<file path="config.mk">
export PLATFORM = sky130hd
export DESIGN_NAME = music_seq_address
export DESIGN_NICKNAME = d
export VERILOG_FILES = /design/src/rtl/music_seq_address_pkg.sv /design/src/rtl/music_seq_address_tempo_prescaler.sv /design/src/rtl/music_seq_address.sv
export SDC_FILE = /design/constraint.sdc
export NUM_CORES = 1
export LEC_CHECK = 0
export BUFFER_PORTS_ARGS = -buffer_cell sky130_fd_sc_hd__buf_4
export CAP_MARGIN = 30
export CORE_MARGIN = 5
export CORE_UTILIZATION = 57
export CTS_BUF_LIST = sky130_fd_sc_hd__clkbuf_4 sky130_fd_sc_hd__clkbuf_8
export CTS_CLUSTER_DIAMETER = 120
export DETAILED_ROUTE_END_ITERATION = 10
export PLACE_DENSITY = 0.85
export SLEW_MARGIN = 15
export SYNTH_ARGS = -nofsm -noshare
export SYNTH_HDL_FRONTEND = slang
export SYNTH_SLANG_ARGS = --single-unit
</file>
<file path="constraint.sdc">
create_clock -name clk -period 2.9 [get_ports clk]
set_input_delay 0.58 -clock clk [delete_from_list [all_inputs] [get_ports clk]]
set_output_delay 0.58 -clock clk [all_outputs]
set_load 0.005 [all_outputs]
</file>
<file path="src/rtl/music_seq_address_pkg.sv">
// Shared definitions for the music sequencer address generator.
//  - state_e : playback state encoding (S_IDLE, S_PLAY, S_PAUSE, S_DONE)
//  - ADDR_W_DEF / DIV_W_DEF : default widths of the note address and the
//    tempo prescaler.
package music_pkg;

    localparam int ADDR_W_DEF = 8;
    localparam int DIV_W_DEF  = 22;

    typedef enum logic [1:0] {
        S_IDLE  = 2'd0,
        S_PLAY  = 2'd1,
        S_PAUSE = 2'd2,
        S_DONE  = 2'd3
    } state_e;

endpackage

</file>
<file path="src/rtl/music_seq_address_tempo_prescaler.sv">
// Tempo prescaler: counts clock cycles within one note.
// Ports:
//  clk, rst      clock, synchronous active-high reset
//  en_i          advance the counter this cycle
//  clr_i         force the counter to zero (wins over en_i)
//  tempo_div_i   terminal value (cycles per note minus 1)
//  tc_o          counter has reached or passed tempo_div_i
// On a terminal-count cycle with en_i the counter returns to zero.
module tempo_prescaler #(
    parameter int DIV_W = 22
) (
    input  logic             clk,
    input  logic             rst,
    input  logic             en_i,
    input  logic             clr_i,
    input  logic [DIV_W-1:0] tempo_div_i,
    output logic             tc_o
);

    logic [DIV_W-1:0] count_q;
    logic [DIV_W-1:0] count_d;

    // ">=" rather than "==" so that lowering tempo_div below the current
    // count ends the note immediately instead of counting all the way round.
    assign tc_o = (count_q >= tempo_div_i);

    // Next count: clear, wrap on terminal count, increment, or hold.
    always_comb begin
        count_d = count_q;
        if (clr_i) begin
            count_d = '0;
        end else if (en_i) begin
            if (tc_o) begin
                count_d = '0;
            end else begin
                count_d = count_q + {{(DIV_W-1){1'b0}}, 1'b1};
            end
        end else begin
            count_d = count_q;
        end
    end

    // Counter register.
    always_ff @(posedge clk) begin
        if (rst) begin
            count_q <= '0;
        end else begin
            count_q <= count_d;
        end
    end

endmodule

</file>
<file path="src/rtl/music_seq_address.sv">
// Music sequencer address generator: steps the note-ROM address at a
// programmable tempo with start/pause/stop control, an inclusive end
// address, optional looping and a one-cycle note strobe.
// Ports:
//  clk, rst      clock, synchronous active-high reset
//  start         begin (IDLE/DONE) or resume (PAUSE); 1-cycle request
//  pause         freeze playback (PLAY only); 1-cycle request
//  stop          abort to IDLE with address 0; 1-cycle request
//  loop_en       wrap to 0 after end_addr instead of finishing
//  end_addr      last note address played
//  tempo_div     clock cycles per note minus 1
//  adrs          current note-ROM address (registered)
//  note_strobe   pulse when adrs presents a new note (registered)
//  playing/done  state decodes
// Request priority: rst > stop > start > pause.
module music_seq_address
    import music_pkg::*;
#(
    parameter int ADDR_W = ADDR_W_DEF,
    parameter int DIV_W  = DIV_W_DEF
) (
    input  logic              clk,
    input  logic              rst,
    input  logic              start,
    input  logic              pause,
    input  logic              stop,
    input  logic              loop_en,
    input  logic [ADDR_W-1:0] end_addr,
    input  logic [DIV_W-1:0]  tempo_div,
    output logic [ADDR_W-1:0] adrs,
    output logic              note_strobe,
    output logic              playing,
    output logic              done
);

    state_e            state_q;
    state_e            state_d;
    logic [ADDR_W-1:0] adrs_q;
    logic [ADDR_W-1:0] adrs_d;
    logic              strobe_q;
    logic              strobe_d;
    logic              presc_en_s;
    logic              presc_clr_s;
    logic              presc_tc_s;

    tempo_prescaler #(
        .DIV_W (DIV_W)
    ) u_prescaler (
        .clk         (clk),
        .rst         (rst),
        .en_i        (presc_en_s),
        .clr_i       (presc_clr_s),
        .tempo_div_i (tempo_div),
        .tc_o        (presc_tc_s)
    );

    // Next-state, address and strobe logic.
    always_comb begin
        state_d     = state_q;
        adrs_d      = adrs_q;
        strobe_d    = 1'b0;
        presc_en_s  = 1'b0;
        presc_clr_s = 1'b0;
        if (stop) begin
            state_d     = S_IDLE;
            adrs_d      = '0;
            presc_clr_s = 1'b1;
        end else begin
            case (state_q)
                S_IDLE, S_DONE: begin
                    if (start) begin
                        state_d     = S_PLAY;
                        adrs_d      = '0;
                        presc_clr_s = 1'b1;
                        strobe_d    = 1'b1;
                    end else begin
                        state_d = state_q;
                    end
                end
                S_PAUSE: begin
                    // Prescaler stays frozen through the resume cycle.
                    if (start) begin
                        state_d = S_PLAY;
                    end else begin
                        state_d = S_PAUSE;
                    end
                end
                S_PLAY: begin
                    // A simultaneous start outranks pause; start itself is a
                    // no-op while playing, so playback simply continues.
                    if (pause && !start) begin
                        state_d = S_PAUSE;
                    end else begin
                        presc_en_s = 1'b1;
                        if (presc_tc_s) begin
                            if (adrs_q != end_addr) begin
                                adrs_d   = adrs_q + {{(ADDR_W-1){1'b0}}, 1'b1};
                                strobe_d = 1'b1;
                            end else if (loop_en) begin
                                adrs_d   = '0;
                                strobe_d = 1'b1;
                            end else begin
                                state_d = S_DONE;
                            end
                        end else begin
                            adrs_d = adrs_q;
                        end
                    end
                end
                default: begin
                    state_d     = S_IDLE;
                    adrs_d      = '0;
                    presc_clr_s = 1'b1;
                end
            endcase
        end
    end

    // State, address and strobe registers.
    always_ff @(posedge clk) begin
        if (rst) begin
            state_q  <= S_IDLE;
            adrs_q   <= '0;
            strobe_q <= 1'b0;
        end else begin
            state_q  <= state_d;
            adrs_q   <= adrs_d;
            strobe_q <= strobe_d;
        end
    end

    assign adrs        = adrs_q;
    assign note_strobe = strobe_q;
    assign playing     = (state_q == S_PLAY);
    assign done        = (state_q == S_DONE);

endmodule
</file>
Yosys cells after proc, flatten, opt, wreduce, memory -nomap -nowiden
Index checks and enable logic that the tools add are counted.

Latch bits: 0. Bits in registers: 33. Memories: 0. Output and inout port bits: 11. Word-level logic and storage cells: 52. Input port bits: 36. Memory bits (read-only): 0. RAM bits: 0.

$mul: 0. Magnitude comparators: 1. Eq/ne operators: 11. Bitwise logic cells: 0. Shift-type cells: 0. Mux-type cells: 25. Divide/modulo/power cells: 0. $add $sub $neg: 2. Reduce and logical (&&, ||, !) cells: 9.

Operators by type and width (number): 2-to-1 mux 8 bit (5); adder 22 x 1 -> 22 bit, second input constant (1); greater-or-equal comparator 22 bit (1); 2-to-1 mux 22 bit (1); one-hot mux 8 bit (2 select lines) (1); 2-to-1 mux 2 bit (6); 2-to-1 mux 1 bit (10); adder 8 x 1 -> 8 bit, second input constant (1); != test 8 bit (1); != test 3 x 2 -> 1 bit, second input constant (2); one-hot mux 2 bit (3 select lines) (1); OR reduction 2 bit (3); AND reduction 5 bit (1); equality test 2 bit, second input constant (2); != test 2 bit, second input constant (2); AND reduction 4 bit (1); != test 3 x 1 -> 1 bit, second input constant (1); != test 3 bit, second input constant (1); equality test 2 x 1 -> 1 bit, second input constant (1); logical NOT 2 bit (1); != test 2 x 1 -> 1 bit, second input constant (1); one-hot mux 1 bit (2 select lines) (1); nonzero test 2 bit (1); logical AND 1 bit (1); logical NOT 1 bit (1).

Logic depth before layout (Yosys ltp)
Gate-level depths: netlist of the first run.

Word-level depth: 5. Depth in mapped cells: 11. Depth with buffers taken out: 9.

Modules after synthesis
Synthesis of the first run repeated with hierarchy kept, for this count alone.

Cells, all modules: 285. Area total of the unflattened synthesis: 2417.3 um2.

By module, submodules not included: tempo_prescaler (cells an instance 195, times used 1, area each 1599.0 um2, sequential area each 440.4 um2); music_seq_address (cells an instance 90, times used 1, area each 818.3 um2, sequential area each 220.2 um2).

Worst setup path after synthesis of the first run
Ideal clock, no wire load.

Path type: in2reg. Start point: input tempo_div[19]. End point: register u_prescaler.count_q[0]. Path buffers: 1. Library setup time: 128 ps. Data required time: 2772 ps. Arrival time: 2320 ps. Slack: 453 ps. Stages: 9. Cells stage by stage: inv_1 -> ha_1 -> nand4_1 -> nor4_1 -> o311a_1 -> nor2_1 -> o311ai_1 -> clkbuf_1 -> nor2_1.

Cells in the longest elaborated chain, start to end: 2.

RTL lines: start, declared (line music_seq_address.sv:29) `input logic [DIV_W-1:0] tempo_div,`; greater-or-equal comparator 22 bit (line music_seq_address_tempo_prescaler.sv:25) `assign tc_o = (count_q >= tempo_div_i);`; 2-to-1 mux 22 bit (line music_seq_address_tempo_prescaler.sv:33) `if (tc_o) begin`; end signal, assigned (line music_seq_address_tempo_prescaler.sv:48) `count_q <= count_d;`; end, declared (line music_seq_address_tempo_prescaler.sv:20) `logic [DIV_W-1:0] count_q;`.

Every way passes these cells. A chain may end at the register's enable or synchronous reset.

Worst setup path in the final report of the first run
Start point: register state_q[1]. End point: register u_prescaler.count_q[21].

Cells in the longest elaborated chain, start to end: 5. Elaborated cells between the ends (all ways): 9. Classes of those cells: eq/ne: 2; mux: 4; reduce/logical: 3.

RTL lines: start, declared (line music_seq_address.sv:36) `state_e state_q;`; start signal, assigned (line music_seq_address.sv:126) `state_q <= state_d;`; equality test 2 bit / logical NOT 2 bit (equally long branches) (line music_seq_address.sv:69) `case (state_q)`; OR reduction 2 bit (line music_seq_address.sv:69); 2-to-1 mux 1 bit (line music_seq_address.sv:69); 2-to-1 mux 1 bit (line music_seq_address.sv:64) `if (stop) begin`; OR reduction 2 bit (no line).

Parallel ways exist; a longest one is shown, timed or not.

==> run metrics, run 1 <==
H-tree Lvls 2; Die X 73.9 um; clock tree buffer depth 2; routability cong. 0.903; Clock Tree Root clkbuf_8; met2 Usage GRT 0.354; cell taking the most area after synthesis dfxtp_1; via count 2117; yosys warns 0; top cell type's share of synthesized area 0.284; port bufs 46; endpoints failing hold 0; Hold Path Depth 2; mean post-synth cell area 8.07 um^2; Worst Path Max Fanout 5; clk slew on worst S/H paths 80 ps; Util after Layout 0.721; CP max stage delay 690 ps; GRT overflow 0; pin count of the biggest net entering global routing 17; # setup viols final 0; Die Y 73.9 um; Reg-to-Reg Start state_q[1]; CP Data Required Time 3080 ps; hold path start u_prescaler.count_q[12]; row count 23; vias per cell 5.40; RSZ-0062 raised after global routing false; critical-path cell list inv_1, ha_1, inv_2, a211oi_4, nand4_4, or4b_1, nor3_4, xnor2_1, nor2_2; DRT Pass-1 Iters 4; simple-gate portion of the synthesized area 0.231; busiest grt layer met2; Worst Setup End Kind flip-flop; Synth Area in XOR/XNOR 0.105; post-synthesis sequential area ratio 0.284; R2R setup slack 510 ps; complex-gate fraction of the synthesized area 0.156; Commonest cells post-synth 36 x nor2_1, 33 x dfxtp_1, 32 x inv_1; Post-synth EDFFs 0; fmax 0.419 GHz; status finished clean; multiplexer area fraction after synthesis 0.00431; vias in the first global route 2084; Seq cells post-synth 33; initial antenna violation count 0; worst path bufs/invs 2; met3 Use GR 0.0424; Top FF cell, synth dfxtp_1; TNS Setup 0 ps; Final Critical Period 2390 ps; post-route ant nets 0; post-synth net total 352; asr flop ratio synth 0; main area contributors after synthesis dfxtp_1 28%, ha_1 15%, xnor2_1 7.9%, nor2_1 5.8%, inv_1 5.2%; Total GRT Usage 0.205; crit start category flip-flop; Static Leakage 1.26 nW; WL final 5200 um; Min Hold Slack 542 ps; share of cells above drive strength 1 0.213; CTS tree done; Starting Density 0.585; Residual DRC 0; part of the cycle the worst path needs 0.824; mapped cell area 2320 um^2; FF-to-FF End u_prescaler.count_q[21]; Setup CP Type reg -> reg; final instance area 2860 um^2; most common cell in the netlist nor2_1; max-cap violations 0; Clock Skew 6.74 ps; Die ar. 5460 um^2; fill cell count 333; DRT iter0 DRCs 112; CP max-delay cell or4b_1; n_diodes 0; Worst VDD drop 0.315 mV; reg2reg path depth 9; Core ar. 3970 um^2; met1 usage 0.248; relative slew slack 0.607; Final Max Slew Viols 0; Gates resized, CTS repair 0; synth-to-layout area growth 23.1%; IO Count 47; Worst Hold End u_prescaler.count_q[12]; wire per inst 13.3 um; worst slew pin tran 588 ps; Pwr Total 1.01 mW; HP Class reg -> reg; area share of fa/ha/maj cells after synthesis 0.151; Power Density 354 nW/um^2; Syn Inst Count 288; hold buffer count at cts 0; Layout Nets 405; post-synthesis cell type count 49; WP data arrival 2570 ps; global-route wire length before repair 8740 um; Worst-Skew Late Latency 290 ps; combinational family with the most area after synthesis simple AND/OR/NAND/NOR gates; setup bufs post-CTS 0; Post-DP HPWL 4170 um; Sink Count 33; DP Area 2750 um^2; crit-path leading delay family simple AND/OR/NAND/NOR gates; CTS buffer count 5
==> report_power, final <==
part / leakage (nW) / switching [mW] / total [mW] / internal [mW]
clock network: 0.0543 / 0.185 / 0.442 / 0.257
logic: 0.943 / 0.0555 / 0.116 / 0.0606
registers: 0.266 / 0.00100 / 0.455 / 0.454
total: 1.26 / 0.241 / 1.01 / 0.772
==> cells by family (layout without fill, tap and decap cells) <==
logic type,count (synthesis),in the layout
simple gates,104,104
buf+inv,39,93
mux,1,1
compound gates,55,55
fa+ha+maj,28,28
xor+xnor,28,28
flops,33,33
==> how the worst max path moves through the flow <==
stage	startpoint	to	slack (ps)	depth (start not counted)
5_1_grt	state_q[1]	u_prescaler.count_q[17]	360	9
4_1_cts	state_q[1]	u_prescaler.count_q[21]	490	9
6_report	state_q[1]	u_prescaler.count_q[21]	510	9
3_5_place_dp	tempo_div[7]	adrs[5]	260	11
2_1_floorplan	tempo_div[19]	u_prescaler.count_q[0]	450	9
3_3_place_gp	tempo_div[7]	adrs[5]	310	11
==> cells in the final DEF, fill, tap and decap left out, types with 7 or more instances in the layout <==
cell     Yosys  final
nand3_1      9      9
nand4_1      9      9
dfxtp_1     33     33
nand2_1     20     20
a21oi_1     16     16
nor2_1      36     36
xor2_1       7      7
ha_1        28     28
xnor2_1     21     21
buf_4        1     51
inv_1       32     32
o21ai_0     15     15
==> worst reg2reg max path: stages, from the launching register on <==
cell and delay (ps):
dfxtp_1 360, inv_1 70, ha_1 170, inv_2 70
a211oi_4 330, nand4_4 180, or4b_1 690, nor3_4 200
xnor2_1 170, nor2_2 40
==> metrics by stage <==
step	setup slack (ps)	cells
global placement	312	384
global route	359	392
CTS	490	392
floorplan	453	288
detailed placement	262	384
finish	511	392
==> layout make-up <==
| cell class | instances | area (um^2) | share of cell area |
|---|---|---|---|
| clock inverter | 3 | 46.3 | 0.0162 |
| inverter | 34 | 128 | 0.0446 |
| multi-input combinational | 216 | 1510 | 0.529 |
| sequential | 33 | 661 | 0.231 |
| tap | 50 | 62.6 | 0.0219 |
| clock buffer | 5 | 68.8 | 0.0240 |
| timing repair buffer | 51 | 383 | 0.134 |
==> flip-flops by register name (all words and copies together) (netlist names) <==
register / cells
note_strobe: 1
state_q: 2
adrs: 8
u_prescaler.count_q: 22
==> metal layers <==
metal	up-vias	routed length [um]
met5	-	0
met4	0	113
met3	10	245
met2	50	2580
met1	964	2260
li1	1093	-
No activity file was read; power rests on OpenSTA's default activity.
==> inputs of run 2 (changes only) <==
--- a/config.mk
+++ b/config.mk
@@ -5,14 +5,15 @@
 export SDC_FILE = /design/constraint.sdc
 export NUM_CORES = 1
 export LEC_CHECK = 0
+export ABC_AREA = 1
 export BUFFER_PORTS_ARGS = -buffer_cell sky130_fd_sc_hd__buf_4
 export CAP_MARGIN = 30
 export CORE_MARGIN = 5
-export CORE_UTILIZATION = 57
+export CORE_UTILIZATION = 53
 export CTS_BUF_LIST = sky130_fd_sc_hd__clkbuf_4 sky130_fd_sc_hd__clkbuf_8
 export CTS_CLUSTER_DIAMETER = 120
 export DETAILED_ROUTE_END_ITERATION = 10
-export PLACE_DENSITY = 0.85
+export PLACE_DENSITY = 0.82
 export SLEW_MARGIN = 15
 export SYNTH_ARGS = -nofsm -noshare
 export SYNTH_HDL_FRONTEND = slang
==> constraint.sdc (replaced) <==
create_clock -name clk -period 2.01 [get_ports clk]
set_input_delay 0.402 -clock clk [delete_from_list [all_inputs] [get_ports clk]]
set_output_delay 0.402 -clock clk [all_outputs]
set_load 0.005 [all_outputs]
==> run metrics, run 2 <==
Commonest cells post-synth 102 x nand2_1, 62 x inv_1, 52 x nor2_1; FF-to-FF End adrs[4]; initial antenna violation count 0; asr flop ratio synth 0; max reg flops 22; Syn Inst Count 391; yosys warns 0; row count 25; clk slew on worst S/H paths 70 ps; synth-to-layout area growth 22.6%; met3 Use GR 0.0348; via count 2543; Die ar. 6460 um^2; Worst Hold End u_prescaler.count_q[0]; Top FF cell, synth dfxtp_1; crit start category flip-flop; Util after Layout 0.677; IO Count 47; worst slew pin tran 400 ps; met2 Usage GRT 0.309; Internal 1.07 mW; global-route wire length before repair 9490 um; WP data arrival 2030 ps; Post-synth EDFFs 0; clock tree buffer depth 2; part of the cycle the worst path needs 0.923; Die X 80.4 um; Worst Setup End Kind flip-flop; main area contributors after synthesis dfxtp_1 25%, nand2_1 15%, ha_1 13%, inv_1 8.9%, nor2_1 7.4%; wire per inst 11.2 um; Power Density 470 nW/um^2; hold path start u_prescaler.count_q[0]; reg2reg path depth 11; max-cap violations 0; Post-DP HPWL 4530 um; mean post-synth cell area 6.72 um^2; Clk pwr share 0.328; crit-path leading delay family simple AND/OR/NAND/NOR gates; mapped cell area 2630 um^2; Static Leakage 1.65 nW; CP Data Required Time 2190 ps; DRT iter0 DRCs 148; Layout Nets 512; Setup CP Type reg -> reg; Total GRT Usage 0.182; WL final 5760 um; critical-path cell list ha_1, nand2_1, nor2_2, nand2_1, nor2_1, nor2_2, nand4_2, nand2_2, nand2_2, a21oi_1, nor2_1; post-route ant nets 0; TNS Setup 0 ps; DRT Pass-1 Iters 4; Final Critical Period 1850 ps; relative slew slack 0.734; most frequent cells in the layout 101 x nand2_1, 62 x inv_1, 53 x buf_4; status finished clean; vias in the first global route 2241; fmax 0.539 GHz; Worst-Skew Late Latency 290 ps; Hold Path Depth 2; met1 usage 0.234; HP Class reg -> reg; Pwr Total 1.51 mW; H-tree Lvls 2; Reg-to-Reg Start u_prescaler.count_q[19]; most common cell after layout, fill and taps aside nand2_1; Starting Density 0.552; Sink Count 33; Switching Share 0.296; CP max-delay cell dfxtp_2; busiest grt layer met2; cell taking the most area after synthesis dfxtp_1; GRT overflow 0; # setup viols final 0; RSZ-0062 raised after global routing false; Seq cells post-synth 33; share of cells above drive strength 1 0.229; Worst VDD drop 0.294 mV; Die Y 80.4 um; Worst Path Max Fanout 8; post-synth net total 455; CP max stage delay 340 ps; post-synthesis sequential area ratio 0.252; Core ar. 4750 um^2; setup bufs post-CTS 0; CTS buffer count 5; Final Max Slew Viols 0; Clock Tree Root clkbuf_8; NetSw 0.448 mW; Seq pwr share 0.457; most common cell in the netlist nand2_1; worst path bufs/invs 0; post-synthesis cell type count 32; endpoints failing hold 0; Reg with most FFs u_prescaler.count_q; vias per cell 4.93; R2R setup slack 160 ps; Clock Skew 6.29 ps; pin count of the biggest net entering global routing 18; top cell type's share of synthesized area 0.252; n_diodes 0; Residual DRC 0; CTS tree done; port bufs 46; Comb pwr share 0.215; routability cong. 0.799
## run 2: cell families (layout without fill, tap and decap cells)
family | count (synthesis) | after routing | synth area share
compound gates | 30 | 30 | 0.0672
xor+xnor | 20 | 20 | 0.0667
fa+ha+maj | 28 | 28 | 0.133
buf+inv | 71 | 128 | 0.106
flops | 33 | 33 | 0.252
mux | 1 | 1 | 0.00381
simple gates | 208 | 209 | 0.371
## run 2: worst max-delay path by stage
stage                                 start                       to  cells past startpoint
floorplan                     tempo_div[21]                  adrs[2]                     13
global placement              tempo_div[21]                  adrs[3]                     13
detailed placement            tempo_div[21]                  adrs[4]                     13
CTS                 u_prescaler.count_q[13]                  adrs[4]                     12
global route        u_prescaler.count_q[20]  u_prescaler.count_q[21]                     11
finish              u_prescaler.count_q[19]                  adrs[4]                     11
## run 2: repair_timing
action / CTS / global route
hold buffers: 0 / 0
gates resized for setup: 0 / 15
setup endpoints to repair: 0 / 21
## run 2: metal layers
metal  vias to the layer above  routed length [um]
met5                         -                   0
met2                        45                2850
met3                         7                 181
met4                         0                  58
met1                      1149                2670
li1                       1342                   -
## run 2: power by group through the flow
stage          Combinational, mW  Sequential [mW]  Clock, mW
2_1_floorplan              0.199            0.703          0
3_3_place_gp               0.309            0.706          0
3_5_place_dp               0.322            0.706          0
4_1_cts                    0.324            0.691      0.508
5_1_grt                    0.365            0.694      0.528
6_report                   0.326            0.692      0.496
## run 2: area by class of cell
cell class	instances	area, um^2
clock buffer	5	68.8
clock inverter	3	17.5
fill	436	1540
inverter	66	248
multi-input combinational	288	1710
sequential	33	673
tap	67	83.8
timing repair buffer	54	418
## run 2: tightest hold or removal path: stages, from the launching register on
cell	delay, ps
dfxtp_1	350
nand2_1	80
a21oi_1	60
## run 2: through the flow
step | hold WS (ps) | cells | setup slack [ps] | cell area (um^2)
2_1_floorplan | 471 | 391 | 199 | 2630
3_3_place_gp | 487 | 507 | -9.00 | 3100
3_5_place_dp | 498 | 507 | -98.0 | 3100
4_1_cts | 513 | 515 | 51.4 | 3180
5_1_grt | 554 | 516 | 18.6 | 3220
6_report | 524 | 516 | 155 | 3220
==> inputs of run 3 (changes only) <==
--- a/config.mk
+++ b/config.mk
@@ -8,12 +8,14 @@
 export ABC_AREA = 1
 export BUFFER_PORTS_ARGS = -buffer_cell sky130_fd_sc_hd__buf_4
 export CAP_MARGIN = 30
+export CELL_PAD_IN_SITES_DETAIL_PLACEMENT = 1
+export CELL_PAD_IN_SITES_GLOBAL_PLACEMENT = 2
 export CORE_MARGIN = 5
-export CORE_UTILIZATION = 53
+export CORE_UTILIZATION = 28
 export CTS_BUF_LIST = sky130_fd_sc_hd__clkbuf_4 sky130_fd_sc_hd__clkbuf_8
 export CTS_CLUSTER_DIAMETER = 120
 export DETAILED_ROUTE_END_ITERATION = 10
-export PLACE_DENSITY = 0.82
+export PLACE_DENSITY = 0.8
 export SLEW_MARGIN = 15
 export SYNTH_ARGS = -nofsm -noshare
 export SYNTH_HDL_FRONTEND = slang
==> run metrics, run 3 (same netlist as run 2, synthesis figures left out) <==
n_diodes 0; Die Y 107 um; fill cell count 1169; clk slew on worst S/H paths 70 ps; HP Class reg -> reg; row count 35; Total GRT Usage 0.126; Final Max Slew Viols 0; port bufs 46; Clock Tree Root clkbuf_8; fmax 0.534 GHz; clock tree buffer depth 2; GRT overflow 0; relative slew slack 0.735; global-route wire length before repair 12000 um; DRT iter0 DRCs 45; IO Count 47; CTS buffer count 5; routability cong. 0.764; Worst VDD drop 0.186 mV; wire per inst 12.3 um; max-cap violations 0; vias in the first global route 2713; max reg flops 22; Seq. cell area 664 um^2; WP data arrival 2080 ps; Residual DRC 0; fin cells 569; part of the cycle the worst path needs 0.932; Starting Density 0.286; share of cells above drive strength 1 0.236; crit start category flip-flop; endpoints failing hold 0; Worst Setup End Kind flip-flop; Setup CP Type reg -> reg; CP Data Required Time 2220 ps; Multi-input gate area 1730 um^2; Static Leakage 1.71 nW; Die X 107 um; pre-CTS setup slack -144 ps; final instance area 3370 um^2; Post-DP HPWL 5620 um; # setup viols final 0; Reg with most FFs u_prescaler.count_q; post-route setup slack 137 ps; Clock Skew 3.45 ps; vias per cell 4.54; Layout Nets 521; worst slew pin tran 398 ps; status finished clean; pin count of the biggest net entering global routing 21; WL final 7020 um; post-route ant nets 0; most frequent cells in the layout 99 x nand2_1, 62 x inv_1, 62 x buf_4; initial antenna violation count 0; Power Density 474 nW/um^2; synth-to-layout area growth 28.3%; Worst-Skew Late Latency 280 ps; most common cell after layout, fill and taps aside nand2_1; R2R setup slack 140 ps; Sink Count 33; Die ar. 11400 um^2; DP Area 3210 um^2; H-tree Lvls 2; DRT Pass-1 Iters 4; CTS tree done; Final Critical Period 1870 ps; Core ar. 9200 um^2; via count 2586; Worst Path Max Fanout 20; placed cells 559
-- run 3: path summary, 6_finish.rpt --
kind | from | to | depth (start not counted)
min | u_prescaler.count_q[0] | u_prescaler.count_q[0] | 2
max reg2reg | u_prescaler.count_q[21] | u_prescaler.count_q[8] | 11
max | u_prescaler.count_q[21] | u_prescaler.count_q[8] | 11
min reg2reg | u_prescaler.count_q[0] | u_prescaler.count_q[0] | 2
-- run 3: metrics by stage --
| stage | hold slack [ps] | util | total power, mW | TNS (ps) |
|---|---|---|---|---|
| 3_3_place_gp | 491 | 0.349 | 1.03 | -590 |
| 5_1_grt | 532 | 0.367 | 1.70 | -4.65 |
| 4_1_cts | 508 | 0.360 | 1.62 | 0 |
| 6_report | 504 | 0.367 | 1.60 | 0 |
| 2_1_floorplan | 471 | - | 0.902 | 0 |
| 3_5_place_dp | 498 | 0.349 | 1.04 | -1620 |
-- run 3: critical path, cell delays in order (launching register included) --
cell and delay [ps]:
dfxtp_1 330, ha_1 310, nand2_2 110, inv_1 50, nand2_1 60, nand3_1 120
nor2_2 150, nand4_2 170, nand2_1 120, nand2_1 90, buf_12 170, nor3_1 130
-- run 3: routing by layer --
metal  vias to the layer above  track usage  routed length (um)
li1                       1356            -                   -
met1                      1204        0.159                3350
met2                        24        0.223                3450
met3                         2       0.0211                 183
met4                         0       0.0292                  39
met5                         -            0                   0
-- run 3: timing repair --
action	CTS	global route
resized for setup	0	14
hold buffers	0	0
buffers inserted	0	1
setup endpoints to repair	0	28
-- run 3: final cells by class --
cell class / instances / area share
Multi-Input combinational cell: 288 / 0.514
Sequential cell: 33 / 0.197
Timing Repair Buffer: 63 / 0.144
Inverter: 66 / 0.0735
Tap cell: 111 / 0.0412
Clock buffer: 7 / 0.0286
Clock inverter: 1 / 0.00148
-- run 3: report_power, final --
group / switching [mW] / internal, mW / total (mW)
combinational: 0.175 / 0.159 / 0.334
clock: 0.262 / 0.310 / 0.572
sequential: 0.0229 / 0.669 / 0.692
